===== src/rtl/mul8_seq_ctrl.sv =====
// Sequential shift-and-add 8x8 unsigned multiplier controller driving an external ripple adder.
// Optional MUL_EARLY_TERM_EN: finish early once the remaining multiplier bits are all zero.
module mul8_seq_ctrl #(
  parameter int unsigned MUL_W = 8,
  parameter int unsigned CNT_W = 4
) (
  input  logic               clk,
  input  logic               rst_n,
  input  logic               cmd_valid,
  output logic               cmd_ready,
  input  logic [MUL_W-1:0]   cmd_a,
  input  logic [MUL_W-1:0]   cmd_b,
  output logic [MUL_W-1:0]   add_a,
  output logic [MUL_W-1:0]   add_b,
  output logic               add_cin,
  input  logic [MUL_W-1:0]   add_sum,
  input  logic               add_cout,
  output logic               res_valid,
  input  logic               res_ready,
  output logic [2*MUL_W-1:0] res_product,
  output logic               res_ovf
);

  typedef enum logic [1:0] {
    S_IDLE,
    S_RUN,
    S_DONE
  } state_t;

  state_t             state;
  logic [MUL_W-1:0]   m;
  logic [MUL_W-1:0]   p_hi;
  logic [MUL_W-1:0]   p_lo;
  logic [CNT_W-1:0]   cnt;
  logic [2*MUL_W-1:0] step;
  logic [2*MUL_W-1:0] nxt;
  logic               last;

  // Adder is combinational: its sum/cout are consumed in the same RUN cycle.
  always_comb begin
    add_a = '0;
    add_b = '0;
    if (state == S_RUN) begin
      add_a = p_hi;
      add_b = p_lo[0] ? m : '0;
    end
  end

  assign add_cin = 1'b0;
  assign step    = {add_cout, add_sum, p_lo[MUL_W-1:1]};

`ifdef MUL_EARLY_TERM_EN
  logic [MUL_W-1:0] rem_mask;
  logic             rem_zero;
  logic [CNT_W-1:0] shamt;

  // All remaining iterations would only shift in zeros, so collapse them into one shift.
  always_comb begin
    rem_mask = {MUL_W{1'b1}} >> cnt;
    rem_zero = (p_lo & rem_mask) == '0;
    shamt    = CNT_W'(MUL_W) - cnt;
    nxt      = rem_zero ? ({p_hi, p_lo} >> shamt) : step;
    last     = rem_zero || (cnt == CNT_W'(MUL_W - 1));
  end
`else
  always_comb begin
    nxt  = step;
    last = (cnt == CNT_W'(MUL_W - 1));
  end
`endif

  always_ff @(posedge clk) begin
    if (!rst_n) begin
      state       <= S_IDLE;
      cmd_ready   <= 1'b1;
      res_valid   <= 1'b0;
      res_product <= '0;
      res_ovf     <= 1'b0;
      cnt         <= '0;
      m           <= '0;
      p_hi        <= '0;
      p_lo        <= '0;
    end else begin
      case (state)
        S_IDLE: begin
          if (cmd_valid && cmd_ready) begin
            m         <= cmd_a;
            p_hi      <= '0;
            p_lo      <= cmd_b;
            cnt       <= '0;
            cmd_ready <= 1'b0;
            state     <= S_RUN;
          end
        end
        S_RUN: begin
          {p_hi, p_lo} <= nxt;
          cnt          <= cnt + 1'b1;
          if (last) begin
            state       <= S_DONE;
            res_valid   <= 1'b1;
            res_product <= nxt;
            res_ovf     <= |nxt[2*MUL_W-1:MUL_W];
          end
        end
        S_DONE: begin
          // cmd_ready stays low on the handshake edge, so no command overlaps it.
          if (res_ready) begin
            state     <= S_IDLE;
            res_valid <= 1'b0;
            cmd_ready <= 1'b1;
          end
        end
        default: state <= S_IDLE;
      endcase
    end
  end

endmodule


===== config.mk =====
export PLATFORM = sky130hd
export DESIGN_NAME = mul8_seq_ctrl
export DESIGN_NICKNAME = d
export VERILOG_FILES = /design/src/rtl/mul8_seq_ctrl.sv
export SDC_FILE = /design/constraint.sdc
export NUM_CORES = 1
export LEC_CHECK = 0
export CORE_MARGIN = 2
export CORE_UTILIZATION = 43
export DETAILED_ROUTE_END_ITERATION = 10
export PLACE_DENSITY = 0.76
export SETUP_SLACK_MARGIN = 0.05
export SYNTH_ARGS = -nofsm -noshare
export SYNTH_HDL_FRONTEND = slang
export SYNTH_SLANG_ARGS = --single-unit

===== constraint.sdc =====
create_clock -name clk -period 1.85 [get_ports clk]
set_input_delay 0.2775 -clock clk [delete_from_list [all_inputs] [get_ports clk]]
set_output_delay 0.2775 -clock clk [all_outputs]
set_load 0.01 [all_outputs]

==> flow_summary.yaml, run 1 <==
status:
  status: "finished, final reports clean"
pwr:
  ir_drop_mv: 0.456
  powerDensity_mw_per_mm2: 744
  power.leakage_nw: 1.18
place:
  dp_hpwl_microns: 3190
  dp.cells: 316
  buffer_ports.inserted: 63
  globalplace.congestion: 0.776
grt:
  grt_pass1_wl_microns: 7600
  antenna_found_initial: 0
  overflow: 0
  grt_usage_pct: 18.6
  first_global_vias: 1553
  grt_max_degree: 17
final_layout:
  fillers: 384
  syn_to_final_growth_pct: 41.3
  final_common_cell: "dfxtp_1"
  regArea_sq_um: 981
  n_antenna_cell: 0
  fin_util_pct: 63.4
  nets: 304
  final_cell_mix: "49 x dfxtp_1, 47 x clkdlybuf4s50_1, 37 x nand2_1"
  drive_above_1_share_pct: 13.1
  fin_cells: 327
  multi_input_comb_area_sq_um: 896
clock_network:
  hold_buffers: 0
  cts.sinks: 49
  clock_path_buffers: 2
  cts_buffers: 5
  cts_root_buffer: "clkbuf_8"
  clk_latency_ns: 0.30
  htreeDepth: 2
  tritoncts: "yes"
  path_clk_slew_ns: 0.09
drt:
  top_layer: "met4"
  first_pass_iters: 4
  route.met2.wl_microns: 2180
  ant_nets: 0
  via_count: 1733
  viasPerCell: 5.30
  wirelength_microns: 4630
  drt_iter0_drc: 81
  drcViolationCount: 0
  route.met3.wl_microns: 200
  wl_met1_microns: 2180
  avgRoutedWirePerCell_microns: 14.1
sta:
  rsz0062_at_grt: "yes"
  maxSlewHeadroom_pct: 62.6
  worst_slew_pin_slew_ns: 0.561
  final-hold-violation-count: 0
  skew_ns: 0.00749
  drv_slew: 0
  hold_ws_ns: 0.452
  clock.fmax_mhz: 574
  final-setup-viol-count: 0
  fin_tns_setup_ns: 0
  period_share_pct: 94.1
  period_minus_slack_ns: 1.74
hold_path:
  holdPathStages: 2
  min_to: "m[3]"
  hp-start: "m[3]"
  hold_class: "flop to flop"
die:
  io_pins: 65
  fp.coreArea_sq_mm: 0.00438
  die-height_microns: 71.6
  rows: 24
  start_util_pct: 44.9
  die_width_microns: 71.6
  die-area_sq_mm: 0.00513
logic_synthesis:
  syn_area_sq_mm: 0.00197
  syn_avg_cell_area_sq_um: 9.64
  yosysWarnings: 0
  ys_seq_area_share_pct: 49.9
  syn-num-nets: 234
  ys_seq_elements: 49
  synthesis.instances: 204
  ys_types: 35
worst_setup_path:
  crit_type: "flop to output port"
  startpoint_type: "flop"
  path_max_fanout: 15
  worst-endpoint-arrival_ns: 1.46
  rr_worst_depth: 5
  timing.rr.end: "res_product[12]"
  end_kind: "output port"
  rr_startpoint: "state[0]"
  crit_required_ns: 1.57
  r2r_setup_slack_ns: 0.22
flow_run:
  maxCapViolations: 0
==> worst max-delay path: stages, from the launching register on <==
cell,delay (ns)
dfxtp_1,0.34
nor2b_4,0.15
buf_4,0.13
buf_12,0.14
and3_1,0.16
clkdlybuf4s15_1,0.23
==> routing by layer <==
layer	track usage (%)	vias up
met5	0	-
li1	-	874
met2	27.8	45
met4	6.92	0
met3	3.66	7
met1	26.7	807
==> final cells by class <==
| type | instances | area share [%] |
|---|---|---|
| Tap cell | 52 | 2.34 |
| Inverter | 2 | 0.270 |
| Multi-Input combinational cell | 138 | 32.2 |
| Clock inverter | 2 | 0.360 |
| Clock buffer | 6 | 2.61 |
| Timing Repair Buffer | 78 | 26.9 |
| Sequential cell | 49 | 35.3 |
==> registers in the layout, summed over array words and instances (netlist names) <==
signal and count:
p_lo 8, cnt 4, res_ovf 1, res_valid 1, m 8, res_product 16, cmd_ready 1, state 2
p_hi 8
==> logic make-up (layout without fill, tap and decap cells) <==
kind of cell    count (synthesis)  after routing  synth area share [%]
mux                             1              1                 0.509
fa+ha+maj                       1              1                 0.636
other cells                     1              1                 0.191
flops                          49             49                  49.9
simple gates                   75             75                  20.4
compound gates                 60             60                  22.8
buf+inv                        17             88                  5.60
==> metrics by stage <==
stage          power, mW  setup slack, ns  instance area (sq um)
2_1_floorplan       1.33            0.432                   1970
3_3_place_gp        1.47            0.126                   2690
3_5_place_dp        1.47            0.113                   2690
4_1_cts             2.08           0.0734                   2810
5_1_grt             2.16           0.0304                   2780
6_report            2.07            0.109                   2780
==> Yosys cell counts <==
cell type  number  area [sq um]
buf_6           4          45.0
buf_2           4          20.0
nor2_1          1          3.75
and3_1         10          62.6
a31oi_1         8          50.1
a211oi_1        1          7.51
a31oi_4         1          21.3
inv_1           1          3.75
conb_1          1          3.75
clkbuf_1        4          15.0
nand4bb_1       1          11.3
and4_1          1          8.76
a22o_1         25           219
a211o_1         1          8.76
dfxtp_1        49           981
nand2_1        37           139
nand2_2         1          6.26
o31ai_1         8          60.1
and2b_4         1          10.0
inv_2           1          3.75
nand3_1         4          20.0
a21oi_1        14          70.1
and2_1          8          50.1
buf_4           3          22.5
nand2b_1        3          18.8
nor2b_2         1          8.76
nor4_1          3          18.8
o21ai_1         1          5.00
o21a_1          1          7.51
nor3_4          1          16.3
mux2i_1         1          10.0
and3b_1         1          8.76
nor4bb_1        1          10.0
ha_1            1          12.5
nand3b_1        1          7.51
==> how the worst max path moves through the flow <==
| stage | startpoint | cells after the start | endpoint | slack, ns |
|---|---|---|---|---|
| detailed placement | cmd_valid | 5 | p_lo[4] | 0.11 |
| global placement | state[0] | 4 | add_b[0] | 0.13 |
| finish | state[0] | 5 | add_b[3] | 0.11 |
| CTS | state[0] | 5 | add_b[0] | 0.07 |
| floorplan | state[0] | 4 | add_b[5] | 0.43 |
| global route | state[0] | 5 | add_b[3] | 0.03 |
==> where the power goes <==
| part | internal, mW | total, mW | switching (mW) |
|---|---|---|---|
| Combinational | 0.174 | 0.330 | 0.156 |
| Clock | 0.262 | 0.596 | 0.333 |
| Sequential | 1.11 | 1.14 | 0.0367 |
| Total | 1.54 | 2.07 | 0.526 |
==> repair_timing <==
item / CTS / global route
setup endpoints to repair: 16 / 8
resized for setup: 17 / 15
cloned: 1 / 0
pin swaps: 0 / 0
buffers inserted: 2 / 0
No activity file was read; power rests on OpenSTA's default activity.
==> run 2: changes to the inputs <==
SKIP_LAST_GASP = 1   (was default)
==> results of run 2 <==
No change in the layout: final DEF, timing and power equal those of run 1.
